### config.mk
export PLATFORM = sky130hd
export DESIGN_NAME = text_overlay_arbiter
export DESIGN_NICKNAME = d
export VERILOG_FILES = /design/src/rtl/text_overlay_arbiter_pkg.sv /design/src/rtl/text_overlay_arbiter_pipe_delay.sv /design/src/rtl/text_overlay_arbiter.sv
export SDC_FILE = /design/constraint.sdc
export NUM_CORES = 1
export LEC_CHECK = 0
export CORE_ASPECT_RATIO = 1.75
export CORE_MARGIN = 2
export CORE_UTILIZATION = 49
export DETAILED_ROUTE_END_ITERATION = 16
export GPL_TIMING_DRIVEN = 0
export PLACE_DENSITY = 0.79
export SYNTH_ARGS = -nofsm -noshare
export SYNTH_HDL_FRONTEND = slang
export SYNTH_SLANG_ARGS = --single-unit
### constraint.sdc
create_clock -name CLK -period 3.4 [get_ports CLK]
set_clock_uncertainty 0.15 [all_clocks]
set_input_delay 0.68 -clock CLK [delete_from_list [all_inputs] [get_ports CLK]]
set_output_delay 0.68 -clock CLK [all_outputs]
set_load 0.005 [all_outputs]
### src/rtl/text_overlay_arbiter_pkg.sv
// Shared definitions for the text overlay arbiter: channel-id width, visible-area defaults,
// font address width helper and the fixed-priority encoder.
package text_overlay_arbiter_pkg;

    localparam int CH_ID_W      = 3;
    localparam int MAX_CH       = 8;
    localparam int H_ACTIVE_DEF = 800;
    localparam int V_ACTIVE_DEF = 600;

    typedef struct packed {
        logic               found;
        logic [CH_ID_W-1:0] idx;
    } winner_t;

    function automatic int font_addr_w(input int char_w, input int row_w);
        return char_w + row_w;
    endfunction

    // Scans downwards so the lowest set index is the one left standing.
    function automatic winner_t first_set(input logic [MAX_CH-1:0] req);
        winner_t w;
        w = '0;
        for (int i = MAX_CH - 1; i >= 0; i--) begin
            if (req[i]) begin
                w.found = 1'b1;
                w.idx   = CH_ID_W'(i);
            end
        end
        return w;
    endfunction

endpackage

### src/rtl/text_overlay_arbiter_pipe_delay.sv
// Fixed-depth shift register that carries the per-pixel side-band fields past the font ROM.
module text_pipe_delay #(
    parameter int W     = 8,
    parameter int DEPTH = 1
) (
    input  logic         CLK,
    input  logic         RST,
    input  logic [W-1:0] d_i,
    output logic [W-1:0] q_o
);

    logic [W-1:0] shift_q [DEPTH];

    always_ff @(posedge CLK) begin
        if (RST) begin
            for (int i = 0; i < DEPTH; i++) shift_q[i] <= '0;
        end else begin
            shift_q[0] <= d_i;
            for (int i = 1; i < DEPTH; i++) shift_q[i] <= shift_q[i-1];
        end
    end

    assign q_o = shift_q[DEPTH-1];

endmodule

### src/rtl/text_overlay_arbiter.sv
// N-channel text overlay engine: fixed-priority arbitration onto a shared synchronous font ROM,
// glyph bit extraction aligned with delayed H/V counters, and a per-frame collision counter.
module text_overlay_arbiter
    import text_overlay_arbiter_pkg::*;
#(
    parameter int N_CH        = 2,
    parameter int CHAR_W      = 7,
    parameter int ROW_W       = 4,
    parameter int FONT_W      = 8,
    parameter int COL_W       = 3,
    parameter int ROM_LATENCY = 1,
    parameter int H_ACTIVE    = H_ACTIVE_DEF,
    parameter int V_ACTIVE    = V_ACTIVE_DEF
) (
    input  logic                    CLK,
    input  logic                    RST,
    input  logic [10:0]             H_counter,
    input  logic [9:0]              V_counter,
    input  logic [N_CH-1:0]         ch_valid,
    input  logic [N_CH-1:0]         ch_enable,
    input  logic [N_CH*CHAR_W-1:0]  ch_char,
    input  logic [N_CH*ROW_W-1:0]   ch_row,
    input  logic [N_CH*COL_W-1:0]   ch_col,
    output logic [CHAR_W+ROW_W-1:0] rom_addr,
    input  logic [FONT_W-1:0]       rom_data,
    output logic                    pixel_on,
    output logic [CH_ID_W-1:0]      pixel_ch,
    output logic                    pixel_valid,
    output logic [10:0]             H_out,
    output logic [9:0]              V_out,
    output logic [15:0]             collision_count
);

    localparam int ADDR_W = font_addr_w(CHAR_W, ROW_W);
    localparam int PIPE_W = COL_W + CH_ID_W + 1 + 11 + 10;

    logic [N_CH-1:0]   req;
    logic              active;
    logic              frame_start;
    logic              coll;
    winner_t           win;
    logic [CHAR_W-1:0] sel_char;
    logic [ROW_W-1:0]  sel_row;
    logic [COL_W-1:0]  sel_col;

    logic [ADDR_W-1:0]  rom_addr_q, rom_addr_d;
    logic [COL_W-1:0]   col_a_q;
    logic [CH_ID_W-1:0] ch_a_q;
    logic               vld_a_q;
    logic [10:0]        h_a_q;
    logic [9:0]         v_a_q;

    logic [PIPE_W-1:0]  pipe_in, pipe_out;
    logic [COL_W-1:0]   col_b;
    logic [CH_ID_W-1:0] ch_b;
    logic               vld_b;
    logic [10:0]        h_b;
    logic [9:0]         v_b;
    logic [COL_W-1:0]   bit_idx;

    logic [FONT_W-1:0]  rom_q;
    logic               pixel_on_q, pixel_valid_q;
    logic [CH_ID_W-1:0] pixel_ch_q;
    logic [10:0]        h_out_q;
    logic [9:0]         v_out_q;

    logic [15:0]        running_q, running_d;
    logic [15:0]        count_q, count_d;

    always_comb begin
        active      = (H_counter < 11'(H_ACTIVE)) && (V_counter < 10'(V_ACTIVE));
        frame_start = (H_counter == 11'd0) && (V_counter == 10'd0);
        req         = active ? (ch_valid & ch_enable) : '0;
        win         = first_set(MAX_CH'(req));
        coll        = ($countones(req) >= 2);
        sel_char    = '0;
        sel_row     = '0;
        sel_col     = '0;
        for (int i = 0; i < N_CH; i++) begin
            if (win.found && (win.idx == CH_ID_W'(i))) begin
                sel_char = ch_char[i*CHAR_W +: CHAR_W];
                sel_row  = ch_row[i*ROW_W +: ROW_W];
                sel_col  = ch_col[i*COL_W +: COL_W];
            end
        end
        rom_addr_d = win.found ? {sel_char, sel_row} : rom_addr_q;
    end

    // Stage A: arbitration result and ROM address
    always_ff @(posedge CLK) begin
        if (RST) begin
            rom_addr_q <= '0;
            col_a_q    <= '0;
            ch_a_q     <= '0;
            vld_a_q    <= 1'b0;
            h_a_q      <= '0;
            v_a_q      <= '0;
        end else begin
            rom_addr_q <= rom_addr_d;
            col_a_q    <= sel_col;
            ch_a_q     <= win.idx;
            vld_a_q    <= win.found;
            h_a_q      <= H_counter;
            v_a_q      <= V_counter;
        end
    end

    // Delay line: ROM latency plus the rom_data capture register
    assign pipe_in = {col_a_q, ch_a_q, vld_a_q, h_a_q, v_a_q};

    text_pipe_delay #(
        .W     (PIPE_W),
        .DEPTH (ROM_LATENCY + 1)
    ) u_delay (
        .CLK (CLK),
        .RST (RST),
        .d_i (pipe_in),
        .q_o (pipe_out)
    );

    assign {col_b, ch_b, vld_b, h_b, v_b} = pipe_out;
    assign bit_idx = COL_W'(FONT_W - 1) - col_b;

    // Output stage: column 0 is the MSB of the glyph row
    always_ff @(posedge CLK) begin
        if (RST) begin
            rom_q         <= '0;
            pixel_on_q    <= 1'b0;
            pixel_ch_q    <= '0;
            pixel_valid_q <= 1'b0;
            h_out_q       <= '0;
            v_out_q       <= '0;
        end else begin
            rom_q         <= rom_data;
            pixel_on_q    <= vld_b & rom_q[bit_idx];
            pixel_ch_q    <= vld_b ? ch_b : '0;
            pixel_valid_q <= vld_b;
            h_out_q       <= h_b;
            v_out_q       <= v_b;
        end
    end

    // A collision on the frame-start cycle belongs to the frame that is just beginning.
    always_comb begin
        running_d = running_q;
        count_d   = count_q;
        if (frame_start) begin
            count_d   = running_q;
            running_d = coll ? 16'd1 : 16'd0;
        end else if (coll && (running_q != 16'hFFFF)) begin
            running_d = running_q + 16'd1;
        end
    end

    always_ff @(posedge CLK) begin
        if (RST) begin
            running_q <= '0;
            count_q   <= '0;
        end else begin
            running_q <= running_d;
            count_q   <= count_d;
        end
    end

    assign rom_addr        = rom_addr_q;
    assign pixel_on        = pixel_on_q;
    assign pixel_ch        = pixel_ch_q;
    assign pixel_valid     = pixel_valid_q;
    assign H_out           = h_out_q;
    assign V_out           = v_out_q;
    assign collision_count = count_q;

endmodule

==> run_results.csv <==
group,metric,value,unit
timing,fmax,0.3235,GHz
clock_network,cts_resized,0,
placement,place_inst,687,
grt,use_met2,36.55,%
setup_path,worstPathRequired,3540,ps
clock_network,clk-insertion-delay-late,410,ps
die,start_util,50.08,%
cells_and_area,syn2layout_area_growth,36.98,%
timing,setup_viol,0,
setup_path,crit_family,"buffers and inverters",
route,first_iter_violations,117,
logic_synthesis,synth.distinct_cells,36,
setup_path,crit_type,"in2reg",
placement,io_buffers,113,
timing,hold_viol,0,
clock_network,h-tree-depth,4,
route,firstDrtPassIters,4,
grt,grt_busiest_layer,"met2",
timing,drv_slew,0,
setup_path,critPathArrivalTime,3230,ps
logic_synthesis,synth_area_per_cell,10.94,sq um
timing,relSlewSlack,51.13,%
logic_synthesis,synth-async-reset-ratio,0,%
clock_network,postCtsHoldBufs,0,
die,die_y,136.3,um
setup_path,crit_fanout,10,
route,antenna_left,0,
grt,grt_pass1_wl,16.48,mm
logic_synthesis,yosys_warnings,0,
logic_synthesis,synth_compound_area_share,8.167,%
logic_synthesis,synthCells,448,
grt,grtUsageTotal,19.91,%
die,die-area,0.01085,sq mm
timing,worstMarginPinSlew,733.1,ps
logic_synthesis,syn_area,0.004902,sq mm
job,drv_cap,0,
power_and_ir_drop,powerDensity,546.5,mW/mm^2
logic_synthesis,yosysSeqAreaShare,62.48,%
timing,setup_ws,309.1,ps
grt,grt_overflow_total,0,
setup_path,crit_chain,"clkdlybuf4s50_1, o311a_1, or4_4, or3_1, buf_2, buf_6, clkbuf_1, o31ai_1, a21oi_1",
cells_and_area,diodes,0,
clock_network,clk_pin_slew,60,ps
grt,met3_usage,6.441,%
logic_synthesis,synth_edf_count,0,
die,die_w,79.61,um
setup_path,critical_path.max_stage_delay,440,ps
cells_and_area,fin_nets,645,
timing,fin_crit_sh,90.91,%
clock_network,cts_setup_buffers,0,
cells_and_area,layout_common_cells,"dfxtp_1 (153), clkdlybuf4s50_1 (113), nor2b_1 (103), nor2_1 (28), clkbuf_1 (24)",
route,avgRoutedWirePerCell,13.90,um
clock_network,cts-root-buf,"clkbuf_16",
logic_synthesis,synth-xor-area-share,0.1787,%
logic_synthesis,synth_top_area_cell,"dfxtp_1",
logic_synthesis,synth_top_area_share,62.48,%
setup_path,cp_slowest_cell,"clkdlybuf4s50_1",
clock_network,clockBufferDepth,2,
logic_synthesis,synthTopCellsByArea,"dfxtp_1 (62%), nor2b_1 (13%), mux2i_1 (3.7%), a22oi_1 (2.1%), nor2_1 (2.1%)",
die,rows,48,
route,vias_per_cell,4.958,
min_path,min_from,"u_delay.shift_q[0][0]",
setup_path,endpoint_kind,"flip-flop",
cells_and_area,instances_no_fill,718,
logic_synthesis,synth_mux_area_share,4.594,%
grt,grt_pass1_vias,3619,
clock_network,cts_tree,"done",
clock_network,cts.sinks,153,
setup_path,r2r_start,"running_q[7]",
logic_synthesis,synth_adder_area_share,0.2552,%
cells_and_area,postLayoutCoreUtil,68.60,%
logic_synthesis,synthFlopType,"dfxtp_1",
grt,grt_max_degree,17,
placement,routabilityCongestion,0.8505,
cells_and_area,final_common_cell,"dfxtp_1",
route,drc,0,
die,io_pins,116,
placement,hpwl,7.431,mm
power_and_ir_drop,p_leak,2.532,nW
setup_path,path_buf_inv,4,
logic_synthesis,synth-simple-area-share,21.62,%
run_status,status,"complete, no violations",
grt,gr-usage-met1,20.18,%
clock_network,cts_buffers,17,
die,core_area,0.009789,sq mm
route,routed_wl,9.979,mm
setup_path,crit_start,"H_counter[7]",
timing,period_needed,3091,ps
placement,post-place-ws,-94.39,ps
setup_path,cp-start-kind,"primary input",
power_and_ir_drop,irDropWorstVdd,0.3973,mV
cells_and_area,layout-drive-gt1-share,6.408,%
logic_synthesis,synth_seq_cells,153,
min_path,worstHoldPathType,"reg2reg",
timing,rsz0062_at_grt,"false",
grt,antenna_found_initial,0,
route,vias,3560,
logic_synthesis,synth_top_family_by_area,"simple AND/OR/NAND/NOR gates",
==> final timing paths <==
path,endpoint,slack [ps],cells past startpoint
min,u_delay.shift_q[0][28],280,1
max,running_q[6],310,9
min reg2reg,u_delay.shift_q[0][28],280,1
max reg2reg,running_q[0],650,8
==> synthesized netlist by cell type, types with 2 or more instances <==
cell type	instances
a21oi_1	16
a22oi_1	14
and2_1	3
buf_4	2
clkbuf_1	23
dfxtp_1	153
inv_1	2
mux2i_1	18
mux4_2	2
nand2_1	9
nand3_1	7
nand4_1	4
nor2_1	28
nor2b_1	103
nor3_1	3
nor4_1	4
o21ai_0	8
o2bb2ai_1	11
o31ai_1	6
or3_1	9
or4_1	8
==> cells by family after synthesis <==
family                     Yosys count
AOI/OAI and AO/OA                   59
xor gates and xnor gates             1
adders and majority gates            1
buffers and inverters               30
DFF                                153
muxes                               20
other                                1
and+or+nand+nor                    183
==> layer usage <==
| metal | vias to the layer above | part of all wire, % |
|---|---|---|
| met5 | - | 0 |
| met4 | 0 | 2.2 |
| met3 | 22 | 5.5 |
| met2 | 110 | 55 |
| met1 | 1648 | 37 |
| li1 | 1780 | - |
==> report_power, final <==
part	internal (mW)	switching [mW]	total (mW)
registers	1.84	0.0104	1.85
logic	0.117	0.0812	0.199
clock network	0.941	0.681	1.62
==> state kept, by name, indices dropped and copies added (netlist names) <==
signal / count
v_a_q: 10
pixel_ch: 1
collision_count: 16
ch_a_q: 1
col_a_q: 3
rom_addr: 11
rom_q: 8
running_q: 16
vld_a_q: 1
h_a_q: 11
pixel_valid: 1
V_out: 10
pixel_on: 1
u_delay.shift_q: 52
H_out: 11
==> through the flow <==
| stage | total power [mW] | TNS, ps | area (sq um) | hold slack [ps] |
|---|---|---|---|---|
| after global routing | 3.798 | 0 | 6715 | 298.1 |
| after CTS | 3.700 | 0 | 6715 | 280.0 |
| after global placement | 2.082 | -62.39 | 6193 | 258.9 |
| after detailed placement | 2.088 | -448.5 | 6193 | 270.4 |
| after floorplan | 1.966 | 0 | 4906 | 255.7 |
| final | 3.670 | 0 | 6715 | 282.1 |
==> area by class of cell <==
type	count	area, sq um
fill	734	3074
sequential	153	3063
multi-input combinational	266	1714
timing repair buffer	113	1131
clock buffer	19	442.9
tap	125	156.4
buffer	28	121.4
clock inverter	12	78.83
inverter	2	7.507
No activity file was read; power rests on OpenSTA's default activity.
